`config.mk`:
```
export PLATFORM = sky130hd
export DESIGN_NAME = spi_mem_loader
export DESIGN_NICKNAME = d
export VERILOG_FILES = /design/src/rtl/spi_loader_pkg.sv /design/src/rtl/spi_edge_sync.sv /design/src/rtl/spi_mem_loader.sv
export SDC_FILE = /design/constraint.sdc
export NUM_CORES = 1
export LEC_CHECK = 0
export CAP_MARGIN = 5
export CORE_MARGIN = 4
export CORE_UTILIZATION = 30
export CTS_BUF_LIST = sky130_fd_sc_hd__clkbuf_8
export DETAILED_ROUTE_END_ITERATION = 10
export PLACE_DENSITY = 0.52
export SYNTH_ARGS = -nofsm -noshare
export SYNTH_HDL_FRONTEND = slang
export SYNTH_SLANG_ARGS = --single-unit
```
`constraint.sdc`:
```
create_clock -name clk_i -period 12.6 [get_ports clk_i]
set_input_delay 1.89 -clock clk_i [delete_from_list [all_inputs] [get_ports clk_i]]
set_output_delay 1.89 -clock clk_i [all_outputs]
set_load 0.1 [all_outputs]
```
`src/rtl/spi_loader_pkg.sv`:
```
// Shared constants, FSM state type and counter helper for the SPI memory loader.
package spi_loader_pkg;

  localparam logic [7:0] CMD_WRITE  = 8'h02;
  localparam logic [7:0] CMD_QWRITE = 8'h38;
  localparam int         FRAME_BITS = 72;

  localparam logic [6:0] CMD_END   = 7'd8;
  localparam logic [6:0] ADDR_END  = 7'd40;
  localparam logic [6:0] FRAME_END = 7'(FRAME_BITS);

  typedef enum logic [2:0] {IDLE, CMD, ADDR, DATA, DONE, SKIP} loader_state_e;

  // Bit counter advance that can never pass the end of a frame.
  function automatic logic [6:0] sat_add(input logic [6:0] cnt, input logic [6:0] step);
    logic [7:0] sum;
    sum = {1'b0, cnt} + {1'b0, step};
    if (sum > {1'b0, FRAME_END}) begin
      sat_add = FRAME_END;
    end else begin
      sat_add = sum[6:0];
    end
  endfunction

endpackage

```
`src/rtl/spi_edge_sync.sv`:
```
// Synchronises sclk/cs/sdi into the system clock domain and detects sclk rise and cs edges.
// The sdi lanes get the same delay as sclk, so they are valid on the detected rise cycle.
module spi_edge_sync #(
  parameter int SYNC_STAGES = 2
) (
  input  logic       clk,
  input  logic       rst,
  input  logic       sclk,
  input  logic       cs,
  input  logic [3:0] sdi,
  output logic       sclk_rise,
  output logic       cs_rise,
  output logic       cs_fall,
  output logic [3:0] sdi_sync
);

  logic [SYNC_STAGES-1:0]      sclk_pipe;
  logic [SYNC_STAGES-1:0]      cs_pipe;
  logic [SYNC_STAGES-1:0][3:0] sdi_pipe;
  logic                        sclk_prev;
  logic                        cs_prev;

  // Synchroniser chains plus one history flop for edge detection; cs idles deasserted (high).
  always_ff @(posedge clk or posedge rst) begin
    if (rst) begin
      sclk_pipe <= '0;
      cs_pipe   <= '1;
      sdi_pipe  <= '0;
      sclk_prev <= 1'b0;
      cs_prev   <= 1'b1;
    end else begin
      sclk_pipe <= {sclk_pipe[SYNC_STAGES-2:0], sclk};
      cs_pipe   <= {cs_pipe[SYNC_STAGES-2:0], cs};
      sdi_pipe  <= {sdi_pipe[SYNC_STAGES-2:0], sdi};
      sclk_prev <= sclk_pipe[SYNC_STAGES-1];
      cs_prev   <= cs_pipe[SYNC_STAGES-1];
    end
  end

  assign sclk_rise = sclk_pipe[SYNC_STAGES-1] & ~sclk_prev;
  assign cs_rise   = cs_pipe[SYNC_STAGES-1] & ~cs_prev;
  assign cs_fall   = ~cs_pipe[SYNC_STAGES-1] & cs_prev;
  assign sdi_sync  = sdi_pipe[SYNC_STAGES-1];

endmodule

```
`src/rtl/spi_mem_loader.sv`:
```
// SPI slave turning cmd+addr+data load frames into single 32-bit req/gnt memory writes.
// Optional SPI_QUAD_EN adds the 4-lane write command (addr/data one nibble per sclk edge).
module spi_mem_loader
  import spi_loader_pkg::*;
#(
  parameter int SYNC_STAGES = 2,
  parameter int ADDR_W      = 32
) (
  input  logic              clk_i,
  input  logic              rst_i,
  input  logic              spi_sclk,
  input  logic              spi_cs,
  input  logic              spi_sdi0,
  input  logic              spi_sdi1,
  input  logic              spi_sdi2,
  input  logic              spi_sdi3,
  output logic              mem_req_o,
  input  logic              mem_gnt_i,
  output logic              mem_we_o,
  output logic [ADDR_W-1:0] mem_addr_o,
  output logic [31:0]       mem_wdata_o,
  output logic [3:0]        mem_be_o,
  output logic              busy_o,
  output logic              frame_err_o,
  output logic              overrun_o
);

  logic          sclk_rise;
  logic          cs_rise;
  logic          cs_fall;
  logic [3:0]    sdi_sync;

  loader_state_e state;
  logic [6:0]    bit_cnt;
  logic [63:0]   shreg;
  logic          quad;

  logic [6:0]    step;
  logic [6:0]    cnt_next;
  logic [63:0]   shift_next;
  logic [7:0]    cmd_next;

  spi_edge_sync #(.SYNC_STAGES(SYNC_STAGES)) u_sync (
    .clk       (clk_i),
    .rst       (rst_i),
    .sclk      (spi_sclk),
    .cs        (spi_cs),
    .sdi       ({spi_sdi3, spi_sdi2, spi_sdi1, spi_sdi0}),
    .sclk_rise (sclk_rise),
    .cs_rise   (cs_rise),
    .cs_fall   (cs_fall),
    .sdi_sync  (sdi_sync)
  );

  // Next shift-register / counter values for the current lane width.
  always_comb begin
    step       = 7'd1;
    shift_next = {shreg[62:0], sdi_sync[0]};
    if (quad) begin
      step       = 7'd4;
      shift_next = {shreg[59:0], sdi_sync};
    end else begin
      step       = 7'd1;
      shift_next = {shreg[62:0], sdi_sync[0]};
    end
    cnt_next = sat_add(bit_cnt, step);
    cmd_next = {shreg[6:0], sdi_sync[0]};
  end

  // Frame FSM, shift register, bit counter and the pending write register.
  always_ff @(posedge clk_i or posedge rst_i) begin
    if (rst_i) begin
      state       <= IDLE;
      bit_cnt     <= 7'd0;
      shreg       <= 64'd0;
      quad        <= 1'b0;
      mem_req_o   <= 1'b0;
      mem_addr_o  <= '0;
      mem_wdata_o <= 32'd0;
      frame_err_o <= 1'b0;
      overrun_o   <= 1'b0;
    end else begin
      frame_err_o <= 1'b0;
      overrun_o   <= 1'b0;
      if (mem_req_o && mem_gnt_i) begin
        mem_req_o <= 1'b0;
      end
      case (state)
        IDLE: begin
          if (cs_fall) begin
            state   <= CMD;
            bit_cnt <= 7'd0;
            quad    <= 1'b0;
          end
        end
        CMD, ADDR, DATA: begin
          if (cs_rise) begin
            state       <= IDLE;
            frame_err_o <= (bit_cnt != 7'd0);
          end else if (sclk_rise) begin
            shreg   <= shift_next;
            bit_cnt <= cnt_next;
            if (state == CMD && cnt_next == CMD_END) begin
              if (cmd_next == CMD_WRITE) begin
                state <= ADDR;
`ifdef SPI_QUAD_EN
              end else if (cmd_next == CMD_QWRITE) begin
                state <= ADDR;
                quad  <= 1'b1;
`endif
              end else begin
                state <= SKIP;
              end
            end else if (state == ADDR && cnt_next == ADDR_END) begin
              state <= DATA;
            end else if (state == DATA && cnt_next == FRAME_END) begin
              state <= DONE;
              // A grant retiring the old write this cycle frees the slot for back-to-back commits.
              if (!mem_req_o || mem_gnt_i) begin
                mem_req_o   <= 1'b1;
                mem_addr_o  <= shift_next[32 +: ADDR_W];
                mem_wdata_o <= shift_next[31:0];
              end else begin
                overrun_o <= 1'b1;
              end
            end
          end
        end
        DONE, SKIP: begin
          if (cs_rise) begin
            state <= IDLE;
          end
        end
        default: state <= IDLE;
      endcase
    end
  end

  assign mem_we_o = mem_req_o;
  assign mem_be_o = {4{mem_req_o}};
  assign busy_o   = (state != IDLE) | mem_req_o;

endmodule

```
==> results.md <==
* VDD IR max at 0.0595 mV
* Tot Pwr at 1.02 mW
* Worst Hold Launch: u_sync.sclk_pipe[0]
* Final Hold Vio Count at 0
* Peak Freq at 232 MHz
* Initial Utilization at 0.308
* Site row count at 52
* Hold Buf Count CTS at 0
* Dpl cell area at 7280 um2
* CTS tree: yes
* Pin count of the biggest net entering global routing at 105
* Worst endpoint required time at 10710 ps
* Postcts setup bufs at 0
* Worst skew pair latency at 440 ps
* Critical Path Max Stage Delay at 990 ps
* Final worst path period share at 0.341
* RSZ-0062 raised after global routing: no
* Port bufs at 78
* Post-layout utilization of the core at 0.375
* Ant diodes at 0
* Hold Path End: u_sync.sclk_pipe[1]
* First-pass GRT wire length at 22300 um
* Synth warn at 0
* Setup TNS at 0 ps
* Async set-reset flop share out of synthesis at 1.00
* Crit path capture type: output port
* Cell variety after synth at 51
* Core box area at 20500 um2
* Fin worst setup slack at 8300 ps
* H-tree Lvls at 4
* Worst r2r path cells at 8
* Cells after Synth at 553
* Dpl cells at 872
* Final setup vio count at 0
* Leak pwr at 3.89 nW
* CP Max Fanout at 12
* Synth Area in Compound Gates at 0.0468
* Crit path arrival time at 2410 ps
* Area delta synth->final at 21.8%
* Final clock skew at 11.8 ps
* R2r setup slk at 9030 ps
* Minimum clock period after layout at 4300 ps
* Share of layout cells above drive strength 1 at 0.177
* Syn_area_per_cell at 11.4 um2
* Setup Crit Path Kind: register to output port
* Hold Crit Class: register to register
* I/O pins at 82
* Sequential area share after synthesis at 0.587
* Origin of the critical flop-to-flop path: bit_cnt[1]
* CTS Sinks at 148
* Post-Synth Adder-Cell Area at 0.00594
* Die extent in y at 153 um
* Routed len/inst at 14.5 um
* Crit-path cells: nor3_1 -> nand2b_1 -> clkdlybuf4s50_1
* Final Instance Area at 7690 um2
* Grt total ovfl at 0
* Fill cells at 2002
* RR Endpoint: mem_addr_o[17]
* Post-synthesis mux area share at 0.153
* Number of synthesized flops with an enable pin at 0
* Global-route total usage across every layer at 0.116
* Initial DRC count at 218
* Clk buf depth at 2
* Post-Layout Cell Count at 903
* Num CTS Buffers at 17
* Syn nets at 565
* WHS at 350 ps
* Status: completed
* Slowest CP cell: clkdlybuf4s50_1
* Main flop type after synthesis: dfrtp_1
* Post-CTS sizing at 0
* Actual slew at the worst max-slew pin at 1020 ps
* Normalized max-slew margin at 0.317
* Gpl congestion at 0.802
* DR vias/cell at 4.55
* Synth Area in Simple Gates at 0.170
* Vias at 4111
* Hpwl dp at 7950 um
* Synth Area in XOR/XNOR at 0.00277
* Final net count at 633
* CP Launch Type: register
* Clock transition at path regs at 80 ps
* Netlist Area Pre-Place at 6310 um2
* Root buf cell: clkbuf_8
* Cell area power density at 133 nW/um2
* Synthesized flop and latch total at 148
* Max_cap viols at 0
* Remaining DRCs at 0
* Initial antenna violation count at 0
* Pre-CTS setup slack at 8460 ps
* Largest family of logic cells by synthesized area: simple AND/OR/NAND/NOR gates
* Vias in the first global route at 4258
* DR pass1 iterations at 4
* Drt total wl at 13100 um
* Hold path cells at 0
* Antenna viol nets, final at 0
* Area of the die at 23400 um2
* Slew Viols, Final at 0
* Die Width at 153 um
==> how the worst max path moves through the flow <==
| stage | start | endpoint | slack [ps] | cells past startpoint |
|---|---|---|---|---|
| after floorplan | rst_i | bit_cnt[0] | 6740 | 1 |
| after global placement | mem_gnt_i | mem_addr_o[13] | 8470 | 5 |
| after detailed placement | mem_gnt_i | mem_addr_o[15] | 8460 | 5 |
| after CTS | state[2] | busy_o | 8250 | 3 |
| after global routing | state[2] | busy_o | 8150 | 3 |
| final | state[2] | busy_o | 8300 | 3 |
==> cell families after synthesis <==
logic type,Yosys count
flip-flops,148
AO/OA/AOI/OAI,43
multiplexers,66
adder cells (fa/ha/maj),3
AND/OR/NAND/NOR,253
XOR/XNOR,2
buffers and inverters,38
==> worst max-delay path: cells and delay by family, from the launching register on <==
family,cells,cell delay [ps]
buf+inv,1,990
flops,1,520
simple gates,2,470
==> power by group <==
group,total [mW],internal (mW),switching [mW]
Clock,0.384,0.200,0.184
Sequential,0.514,0.492,0.0223
Combinational,0.122,0.0373,0.0850
Total,1.02,0.729,0.292
==> layout by cell type, fill, tap and decap left out, types with 3 or more instances in the layout <==
| cell type | count |
|---|---|
| bufinv_16 | 3 |
| inv_6 | 3 |
| mux2_2 | 5 |
| nand2b_1 | 7 |
| nand3_1 | 3 |
| nor3_1 | 9 |
| nor2b_1 | 3 |
| clkinv_2 | 4 |
| mux2_4 | 60 |
| clkbuf_8 | 18 |
| dfrtp_1 | 145 |
| inv_1 | 5 |
| a31oi_1 | 4 |
| o21ai_0 | 11 |
| clkdlybuf4s50_1 | 78 |
| nor2_1 | 10 |
| a21oi_1 | 9 |
| o211ai_1 | 4 |
| buf_4 | 4 |
| ha_1 | 3 |
| nor3b_1 | 3 |
| nand2_1 | 202 |
| dfstp_2 | 3 |
==> cell type report <==
cell class / count / area, um2 / share of cell area
Multi-Input combinational cell: 367 / 2400 / 0.313
Timing Repair Buffer: 82 / 811 / 0.105
Tap cell: 270 / 338 / 0.0439
Sequential cell: 148 / 3710 / 0.482
Clock inverter: 13 / 156 / 0.0203
Clock buffer: 18 / 248 / 0.0322
Inverter: 5 / 23.8 / 0.00309
==> registers in the layout, indices dropped and copies added, names as in the netlist <==
name / flops
bit_cnt: 7
frame_err_o: 1
mem_addr_o: 32
mem_req_o: 1
mem_wdata_o: 32
overrun_o: 1
shreg: 63
state: 3
u_sync.cs_pipe: 2
u_sync.cs_prev: 1
u_sync.sclk_pipe: 2
u_sync.sclk_prev: 1
u_sync.sdi_pipe: 1
u_sync.sdi_sync: 1
==> synthesized netlist by cell type, types with 2 or more instances <==
cell,instances,area (um2)
nor2_1,10,37.5
inv_1,5,18.8
nand4_1,2,12.5
o2bb2ai_1,2,17.5
o211ai_1,4,30.0
a31oi_1,4,25.0
ha_1,3,37.5
dfstp_2,3,78.8
buf_1,4,15.0
buf_6,6,67.6
nand2b_1,7,43.8
nand2_1,203,762
or2_2,2,12.5
mux2_4,60,901
clkbuf_1,14,52.6
nor3_1,9,45.0
buf_2,3,15.0
o21ai_0,11,55.1
dfrtp_1,145,3630
nor3b_1,3,22.5
buf_4,6,45.0
nor2b_1,3,18.8
nand3_1,3,15.0
o31a_1,2,17.5
a21oi_1,9,45.0
mux2_2,5,56.3
==> routing by layer <==
metal  global-route usage  up-vias  part of all wire
li1                     -     1956                 -
met3               0.0368       16             0.045
met5                    0        -                 0
met1                0.148     2064              0.47
met2                0.187       75              0.48
met4               0.0390        0             0.011
No activity file was read; power rests on OpenSTA's default activity.
